[src/rtl/ysyx_22050078_ifu_pkg.sv]
// Shared IFU definitions: datapath width, FSM encodings and the default fetch queue depth.
package ysyx_22050078_ifu_pkg;
    localparam int CPU_WIDTH    = 32;
    localparam int FQ_DEPTH_DEF = 2;

    typedef enum logic [1:0] {
        IFU_ST_REQ  = 2'd0,
        IFU_ST_WAIT = 2'd1,
        IFU_ST_DROP = 2'd2
    } ifu_st_e;
endpackage

[src/rtl/ysyx_22050078_ifq.sv]
// Circular fetch queue with push/pop/flush; exposes its occupancy for the IFU credit check.
module ysyx_22050078_ifq #(
    parameter int DEPTH = 2,
    parameter int DW    = 64,
    localparam int PW   = $clog2(DEPTH),
    localparam int CW   = PW + 1
) (
    input  logic          gclk,
    input  logic          grst_n,
    input  logic          push,
    input  logic [DW-1:0] push_data,
    input  logic          pop,
    input  logic          flush,
    output logic [CW-1:0] count,
    output logic [DW-1:0] head_data
);
    logic [DW-1:0] mem [DEPTH];
    logic [PW-1:0] wptr, rptr;
    logic          pop_ok;

    assign pop_ok    = pop & (count != '0);
    assign head_data = mem[rptr];

    // Pointers wrap naturally because DEPTH is a power of two.
    always_ff @(posedge gclk or negedge grst_n) begin
        if (!grst_n) begin
            count <= '0;
            wptr  <= '0;
            rptr  <= '0;
        end else if (flush) begin
            count <= '0;
            wptr  <= '0;
            rptr  <= '0;
        end else begin
            if (push)   wptr <= wptr + PW'(1);
            if (pop_ok) rptr <= rptr + PW'(1);
            case ({push, pop_ok})
                2'b10:   count <= count + CW'(1);
                2'b01:   count <= count - CW'(1);
                default: count <= count;
            endcase
        end
    end

    always_ff @(posedge gclk) begin
        if (push) mem[wptr] <= push_data;
    end
endmodule

[src/rtl/ysyx_22050078_ifu.sv]
// Instruction fetch unit: single outstanding imem request, wrong-path drop on flush, fetch queue to IDU.
module ysyx_22050078_ifu
    import ysyx_22050078_ifu_pkg::*;
#(
    parameter int FQ_DEPTH = FQ_DEPTH_DEF,
    parameter int INST_W   = 32
) (
    input  logic                 i_clk,
    input  logic                 i_rst_n,
    input  logic [CPU_WIDTH-1:0] i_pc,
    input  logic                 i_flush,
    output logic                 o_pcwen,
    output logic                 o_imem_req_valid,
    input  logic                 i_imem_req_ready,
    output logic [CPU_WIDTH-1:0] o_imem_addr,
    input  logic                 i_imem_rsp_valid,
    input  logic [INST_W-1:0]    i_imem_rsp_data,
    output logic                 o_id_valid,
    input  logic                 i_id_ready,
    output logic [INST_W-1:0]    o_id_inst,
    output logic [CPU_WIDTH-1:0] o_id_pc
);
    localparam int CW = $clog2(FQ_DEPTH) + 1;

    ifu_st_e                     state, state_nxt;
    logic [CPU_WIDTH-1:0]        pend_pc;
    logic [CW-1:0]               count;
    logic                        fire, push;
    logic [INST_W+CPU_WIDTH-1:0] head;

    // Only request when a queue slot is guaranteed for the response.
    assign o_imem_req_valid = i_rst_n & (state == IFU_ST_REQ) & (count < CW'(FQ_DEPTH)) & ~i_flush;
    assign fire             = o_imem_req_valid & i_imem_req_ready;
    assign o_pcwen          = i_rst_n & (fire | i_flush);
    assign o_imem_addr      = i_pc;
    assign o_id_valid       = (count != '0);
    assign {o_id_inst, o_id_pc} = head;

    always_comb begin
        state_nxt = state;
        push      = 1'b0;
        case (state)
            IFU_ST_REQ:  if (fire) state_nxt = IFU_ST_WAIT;
            IFU_ST_WAIT: begin
                if (i_imem_rsp_valid) begin
                    push      = ~i_flush;
                    state_nxt = IFU_ST_REQ;
                end else if (i_flush) begin
                    state_nxt = IFU_ST_DROP;
                end
            end
            IFU_ST_DROP: if (i_imem_rsp_valid) state_nxt = IFU_ST_REQ;
            default:     state_nxt = IFU_ST_REQ;
        endcase
    end

    always_ff @(posedge i_clk or negedge i_rst_n) begin
        if (!i_rst_n) begin
            state   <= IFU_ST_REQ;
            pend_pc <= '0;
        end else begin
            state <= state_nxt;
            if (fire) pend_pc <= i_pc;
        end
    end

    ysyx_22050078_ifq #(
        .DEPTH (FQ_DEPTH),
        .DW    (INST_W + CPU_WIDTH)
    ) u_ifq (
        .gclk      (i_clk),
        .grst_n    (i_rst_n),
        .push      (push),
        .push_data ({i_imem_rsp_data, pend_pc}),
        .pop       (o_id_valid & i_id_ready),
        .flush     (i_flush),
        .count     (count),
        .head_data (head)
    );
endmodule

[config.mk]
export PLATFORM = sky130hd
export DESIGN_NAME = ysyx_22050078_ifu
export DESIGN_NICKNAME = d
export VERILOG_FILES = /design/src/rtl/ysyx_22050078_ifu_pkg.sv /design/src/rtl/ysyx_22050078_ifq.sv /design/src/rtl/ysyx_22050078_ifu.sv
export SDC_FILE = /design/constraint.sdc
export NUM_CORES = 1
export LEC_CHECK = 0
export ABC_AREA = 1
export CAP_MARGIN = 30
export CORE_ASPECT_RATIO = 0.8
export CORE_MARGIN = 10
export CORE_UTILIZATION = 48
export CTS_BUF_LIST = sky130_fd_sc_hd__clkbuf_16
export CTS_CLUSTER_DIAMETER = 150
export DETAILED_ROUTE_END_ITERATION = 10
export GPL_TIMING_DRIVEN = 0
export PLACE_DENSITY = 0.81
export SLEW_MARGIN = 10
export SYNTH_ARGS = -nofsm -noshare
export SYNTH_HDL_FRONTEND = slang
export SYNTH_SLANG_ARGS = --single-unit
export TNS_END_PERCENT = 20
[constraint.sdc]
create_clock -name i_clk -period 4.1 [get_ports i_clk]
set_input_delay 1.23 -clock i_clk [delete_from_list [all_inputs] [get_ports i_clk]]
set_output_delay 1.23 -clock i_clk [all_outputs]
set_load 0.01 [all_outputs]
Word-level counts from Yosys, hierarchy flattened
Memories as Yosys holds them, arrays and structs flattened.
Index checks and enable logic that the tools add are counted.
Storage, ports and cells
  flip-flop bits (word level): 38
  memories kept: 1
  output and inout bits: 99
  word-level logic and storage cells: 48
  memory bits (writable): 128
  bits of input ports: 70
Memory list
  u_ifq.mem: depth 2, width 64, read ports 1, clocked after memory_dff 0, wr ports 1, line ysyx_22050078_ifq.sv:17  | logic [DW-1:0] mem [DEPTH];
Cells by class
  bitwise operators: 9
  order comparisons: 1
  add/subtract/negate cells: 4
  mux-type cells: 15
  equality and inequality tests: 7
  reductions and logical operators: 6
Operators by type and width (number)
  $mux W2: 5
  $mux W1: 8
  $and A1 B1 Y1: 7
  $pmux W2 S3: 1
  $reduce_bool A2 Y1: 3
  $eq A2 B1 Y1 const B: 2
  $eq A2 B2 Y1 const B: 2
  $ne A2 B2 Y1 const B: 2
  $pmux W2 S2: 1
  $ne A3 B3 Y1 const B: 1
  $reduce_and A3 Y1: 1
  $reduce_bool A3 Y1: 1
  $add A1 B1 Y1 const B: 2
  $add A2 B1 Y2 const B: 1
  $logic_not A2 Y1: 1
  $lt A2 B2 Y1 const B: 1
  $sub A2 B1 Y2 const B: 1
  $not A1 Y1: 1
  $or A1 B1 Y1: 1

Depth between registers and ports, before layout
Gate-level depths: netlist of the first run.
  depth after elaboration: 7
  depth in mapped cells: 7

By module
A second synthesis of the first run with hierarchy kept.
Unflattened totals
  cells, all modules: 560
  area total of the unflattened synthesis: 6715.2 µm²
Modules (own cells, without submodules)
  ysyx_22050078_ifq: cells an instance 367, instances 1, area each 4916.0 µm², seq. area each 3943.8 µm²
  ysyx_22050078_ifu: cells an instance 193, instances 1, area each 1799.2 µm², seq. area each 850.8 µm²

Worst setup path before layout of the first run
OpenSTA, ideal clock, no wires.
  path kind: in2reg
  start point: in i_imem_rsp_valid
  end point: mem u_ifq.mem[0][0], enable pin
  setup slack: -0.516 ns
  cell stages on the path: 4
  arrival time: 4.129 ns
  cell sequence: inv_1 nor2_1 nand2_1 nor2_1
Between the ends
  word-level cells in the longest chain between the ends: 4
RTL lines
  from (decl): line ysyx_22050078_ifu.sv:16  | input logic i_imem_rsp_valid,
  $mux W1: line ysyx_22050078_ifu.sv:45  | if (i_imem_rsp_valid) begin
  $mux W1: line ysyx_22050078_ifu.sv:42  | case (state)
  $mux W1: line ysyx_22050078_ifq.sv:46  | if (push) mem[wptr] <= push_data;
  $mux W1 (not written as such): line ysyx_22050078_ifq.sv:46
  to (decl): line ysyx_22050078_ifq.sv:17
Every way passes these cells.

Final worst setup path of the first run
  start point: in i_rst_n
  end point: out o_pcwen
Between the ends
  word-level cells in the longest chain between the ends: 6
RTL lines
  from (decl): line ysyx_22050078_ifu.sv:9  | input logic i_rst_n,
  $and A1 B1 Y1 (3 in series): line ysyx_22050078_ifu.sv:32  | assign o_imem_req_valid = i_rst_n & (state == IFU_ST_REQ) & (count < CW'(FQ_DEPTH)) & ~i_flush;
  $and A1 B1 Y1: line ysyx_22050078_ifu.sv:33  | assign fire = o_imem_req_valid & i_imem_req_ready;
  $or A1 B1 Y1: line ysyx_22050078_ifu.sv:34  | assign o_pcwen = i_rst_n & (fire | i_flush);
  $and A1 B1 Y1 *: line ysyx_22050078_ifu.sv:34
  to (decl): line ysyx_22050078_ifu.sv:12  | output logic o_pcwen,
Every way passes the cells marked *; elsewhere a longest branch is shown, timed or not.

==> results of run 1 <==
## state kept, by name, summed over array words and instances, names as in the netlist
signal	flops
pend_pc	32
state	2
u_ifq.count	2
u_ifq.mem	128
u_ifq.rptr	1
u_ifq.wptr	1
## how the worst max path moves through the flow
stage                           from                          to  slack [ps]
floorplan           i_imem_rsp_valid   u_ifq.mem[0][0]$_DFFE_PP_        -520
global placement    i_imem_rsp_valid  u_ifq.mem[1][47]$_DFFE_PP_       -2440
detailed placement           i_rst_n                     o_pcwen        -500
CTS                          i_rst_n                     o_pcwen         190
global route                 i_rst_n                     o_pcwen          70
finish                       i_rst_n                     o_pcwen         200
## cells in the final DEF (no fill, tap or decap)
master           Yosys  layout
nand2_1            303     303
clkdlybuf4s50_1      0     166
edfxtp_1           128     128
dfrtp_1             38      38
buf_4               32      33
clkbuf_16            0      17
inv_1               10      12
clkbuf_1             9       9
nor2_1               9       7
buf_2                7       6
clkinv_1             0       5
clkinv_2             1       4
bufinv_16            0       4
buf_6                3       3
nand3_1              3       3
buf_16               0       3
a21oi_1              2       2
nor2_4               0       2
nand4_1              2       2
o31ai_1              2       2
o21ai_0              2       2
buf_12               0       2
inv_2                1       1
nor3_4               0       1
nand3_4              0       1
nand3b_1             1       1
clkinvlp_4           0       1
dlygate4sd2_1        0       1
buf_8                0       1
## through the flow
stage / instance area (µm²) / cells / setup WS (ps)
final: 9100 / 935 / 197
after global routing: 9100 / 935 / 70.4
after CTS: 9100 / 935 / 186
after detailed placement: 8480 / 903 / -496
after global placement: 8350 / 898 / -2440
after floorplan: 6440 / 555 / -516
## report_power, final
group | switching (mW) | internal [mW]
Clock | 0.598 | 0.999
Sequential | 0.139 | 2.09
Combinational | 0.521 | 0.492
## final cells by class
type / instances / area share
buffer: 50 / 0.0371
clock buffer: 17 / 0.0468
clock inverter: 15 / 0.0186
inverter: 12 / 0.00509
multi-input combinational: 326 / 0.142
sequential: 166 / 0.527
tap: 175 / 0.0241
timing repair buffer: 174 / 0.200
## logic make-up after synthesis
group	count (synthesis)	synth area share
AND/OR/NAND/NOR	320	0.190
flip-flops	166	0.744
buffers and inverters	63	0.0604
AO/OA/AOI/OAI	6	0.00544
## routing by layer
metal  up-vias  wire length (µm)  GRT usage
met1      2083              6110      0.189
li1       2165                 -          -
met3        28              1280     0.0663
met4         0               283     0.0532
met2       173              7570      0.282
met5         -                 0          0
## worst max-delay path: stages
cell	delay (ps)
buf_8	170
buf_16	190
inv_1	100
nor3_4	180
nand3_4	90
a21oi_1	130
clkdlybuf4s50_1	560
## timing repair
action | in CTS | in global routing
buffers inserted | 1 | 0
endpoints found under the setup margin | 1 | 0
resized for setup | 6 | 0
==> out/metrics.cfg, run 1 <==
[drt]
vias=4449
routed_wirelength_mm=15.2
ant_nets=0
wire_per_inst_um=16.3
dr.pass1.iters=4
drc_errors=0
drt_iter0_markers=327
viasPerCell=4.76

[hold_path]
whs_path_depth=0
min_to=u_ifq.mem[1][3]$_DFFE_PP_
min_from=pend_pc[3]$_DFFE_PN0P_
hold_path_class=reg2reg

[setup_path]
endpoint_kind=primary output
critPathMaxFanout=22
ff2ff_setup_slack_ps=2190
reg2reg_from=state[0]$_DFFE_PN0P_
crit_path_start_kind=input port
cp.arrival_ps=2670
critical_path_class=in2out
r2r_end=u_ifq.mem[1][47]$_DFFE_PP_
r2r_cells=5
required_ps=2870

[synth]
synth_edf_count=128
synth_top_cells_by_count=303 x nand2_1, 128 x edfxtp_1, 38 x dfrtp_1
synth_async_sr_flop_share=0.229
syn-num-nets=625
syn_inst=555
synth_top_area_frac=0.596
ys.flop_type=edfxtp_1
synth-warning-count=0
syn_avg_cell_area_um2=11.6
yosysMostFrequentCell=nand2_1
yosysSeqAreaShare=0.744
synth.distinct_cells=19
synthTopCellsByArea=edfxtp_1 60%, nand2_1 18%, dfrtp_1 15%
netlist_area_um2=6440
synth_seq_cells=166
synth_top_area_cell=edfxtp_1

[pwr]
ir_worst_vdd_mv=0.301
powerDensity_nw_per_um2=532
power.total_mw=4.84
leakagePower_nw=3.81

[sta]
finClkSkew_ps=7.49
fin_crit_sh=0.952
finalSetupViolCount=0
tightest_slew_ps=681
final.setup.tns_ps=0
finalHoldViolCount=0
max_freq_ghz=0.256
rsz0062_at_grt=no
fin_crit_ps=3900
hold-worst-slack_ps=472
slew_headroom=0.545
maxSlewViolCount=0

[cells_and_area]
synthToLayoutAreaGrowth_pct=41.2
nets=817
drive_gt1_frac=0.104
fin_util=0.699
n_fill_cell=929
ff_latch_area_um2=4790
antennaDiodeCount=0
multi_input_area_um2=1290

[floorplan]
die_h_um=124
core_area_um2=13000
die_area_um2=18500
placementRows=37
die_w_um=150
initial_core_util=0.495
io_pins=169

[outcome]
status=complete, no violations

[cts]
clkTransAtPathRegs_ps=50
cts.sinks=166
cts_root_buf=clkbuf_16
cts_hold_buf=0
htreeDepth=4
cts_buffers=17
cts_tree=built
clockBufferDepth=2
clk_latency_ps=420

[placed_design]
portBuffers=168
gp_congestion=0.788
place_hpwl_mm=11.0

[global_route]
grt_pass1_vias=4651
grt_max_degree=30
gr-usage-all-layers=0.166
grt.overflow.total=0
grt_antenna_before_repair=0
grt_pass1_wl_mm=23.5

[run]
maxCapViolations=0

Power figures use the tool's default switching activity.
==> inputs of run 2 (changes only) <==
--- a/config.mk
+++ b/config.mk
@@ -6,6 +6,7 @@
 export NUM_CORES = 1
 export LEC_CHECK = 0
 export ABC_AREA = 1
+export ABC_CLOCK_PERIOD_IN_PS = 4100
 export CAP_MARGIN = 30
 export CORE_ASPECT_RATIO = 0.8
 export CORE_MARGIN = 10
==> results of run 2 <==
No change in the layout: final DEF, timing and power equal those of run 1.
==> inputs of run 3 (changes only) <==
--- a/config.mk
+++ b/config.mk
@@ -8,7 +8,7 @@
 export ABC_AREA = 1
 export ABC_CLOCK_PERIOD_IN_PS = 4100
 export CAP_MARGIN = 30
-export CORE_ASPECT_RATIO = 0.8
+export CORE_ASPECT_RATIO = 0.6
 export CORE_MARGIN = 10
 export CORE_UTILIZATION = 48
 export CTS_BUF_LIST = sky130_fd_sc_hd__clkbuf_16
==> out/metrics.cfg, run 3 (synthesis results as in run 1) <==
[cts]
cts.sinks=166
cts_hold_buf=0
clk_latency_ps=410
cts_buffers=17
cts_root_buf=clkbuf_16
clkTransAtPathRegs_ps=60
htreeDepth=4
clockBufferDepth=2
cts_tree=built

[cells_and_area]
largest-register=u_ifq.mem
multi_input_area_um2=1290
final_common_cell=nand2_1
ff_latch_area_um2=4790
drive_gt1_frac=0.113
antennaDiodeCount=0
largest_reg_flops=128
nets=819
biggestRegsByFlops=u_ifq.mem (128), pend_pc (32)
synthToLayoutAreaGrowth_pct=40.6
final_cell_mix=303 x nand2_1, 166 x clkdlybuf4s50_1, 128 x edfxtp_1
finalInstanceArea_um2=9060
fin_util=0.699
n_fill_cell=912

[setup_path]
critical_path_class=in2out
ff2ff_setup_slack_ps=2210
r2r_cells=5
cp.arrival_ps=2660
crit_path_start_kind=input port
required_ps=2870
critPathMaxFanout=6
endpoint_kind=primary output
r2r_end=u_ifq.mem[0][28]$_DFFE_PP_
reg2reg_from=state[0]$_DFFE_PN0P_

[drt]
wire_per_inst_um=16.7
drc_errors=0
ant_nets=0
viasPerCell=4.73
drt_iter0_markers=283
dr.pass1.iters=5
routed_wirelength_mm=15.6
vias=4407

[floorplan]
io_pins=169
die_h_um=110
die_area_um2=18600
core_area_um2=13000
die_w_um=170
placementRows=32
initial_core_util=0.497

[sta]
slew_headroom=0.622
maxSlewViolCount=0
rsz0062_at_grt=no
tightest_slew_ps=566
max_freq_ghz=0.257
finalHoldViolCount=0
finClkSkew_ps=9.22
fin_crit_ps=3890
final.setup.tns_ps=0
finalSetupViolCount=0
fin_crit_sh=0.950

[placed_design]
portBuffers=168
place_hpwl_mm=11.2
gp_congestion=0.808
placed_area_um2=8460

[hold_path]
whs_path_depth=0
hold_path_class=reg2reg
min_to=u_ifq.mem[0][18]$_DFFE_PP_
min_from=pend_pc[18]$_DFFE_PN0P_

[global_route]
grt_pass1_wl_mm=24.1
grt_pass1_vias=4564
grt.overflow.total=0
grt_max_degree=27
grt_antenna_before_repair=0
gr-usage-all-layers=0.167

[pwr]
powerDensity_nw_per_um2=525
leakagePower_nw=3.79
ir_worst_vdd_mv=0.327

[outcome]
status=complete, no violations

[run]
maxCapViolations=0

[run 3: cell types whose count changed in the layout (fill, tap and decap cells not counted), moves of 2 or more]
| cell | before | now |
|---|---|---|
| buf_12 | 2 | 4 |
| buf_16 | 3 | 1 |
| buf_4 | 33 | 35 |
| bufinv_16 | 4 | 1 |
| clkinv_1 | 5 | 1 |
| clkinv_2 | 4 | 2 |
| clkinv_4 | 0 | 2 |
| inv_1 | 12 | 10 |
| inv_6 | 0 | 4 |
| inv_8 | 0 | 2 |
[run 3: final cells by class]
class                           count  area share
Multi-Input combinational cell    326       0.142
Inverter                           12     0.00511
Timing Repair Buffer              176       0.200
Sequential cell                   166       0.529
Tap cell                          170      0.0235
Clock buffer                       17      0.0469
Buffer                             50      0.0373
Clock inverter                     14      0.0160
[run 3: worst max path at each step]
stage                                 from                          to
after floorplan           i_imem_rsp_valid   u_ifq.mem[0][0]$_DFFE_PP_
after global placement    i_imem_rsp_valid  u_ifq.mem[0][42]$_DFFE_PP_
after detailed placement           i_rst_n                     o_pcwen
after CTS                          i_flush                     o_pcwen
after global routing               i_flush                     o_pcwen
final                              i_flush                     o_pcwen
[run 3: stage by stage]
| stage | hold WS [ps] | std cells | total power, mW | setup WS [ps] |
|---|---|---|---|---|
| finish | 470 | 931 | 4.76 | 205 |
| global route | 486 | 931 | 4.99 | 132 |
| CTS | 472 | 928 | 4.79 | 48.2 |
| detailed placement | 457 | 898 | 3.27 | -385 |
| global placement | 449 | 893 | 3.21 | -2560 |
| floorplan | 442 | 555 | 2.69 | -516 |
[run 3: critical path, stage by stage]
cell,delay [ps]
dlygate4sd2_1,330
nor3_4,270
nand3_4,110
a21oi_1,160
clkdlybuf4s50_1,570
[run 3: power breakdown]
group | internal, mW | leakage [nW] | switching [mW]
clock | 0.852 | 0.275 | 0.672
sequential | 2.09 | 1.64 | 0.131
combinational | 0.493 | 1.87 | 0.524
total | 3.43 | 3.79 | 1.33
[run 3: metal layers]
| metal | part of all wire | track usage | up-vias |
|---|---|---|---|
| met5 | 0 | 0 | - |
| met4 | 0.0017 | 0.0362 | 0 |
| met3 | 0.085 | 0.0563 | 2 |
| met2 | 0.49 | 0.281 | 159 |
| met1 | 0.42 | 0.207 | 2083 |
| li1 | - | - | 2163 |
[run 3: what timing repair did]
item / in CTS / in global routing
setup endpoints to repair: 1 / 1
buffers inserted: 0 / 3
gates resized for setup: 5 / 0
pin swaps: 0 / 1
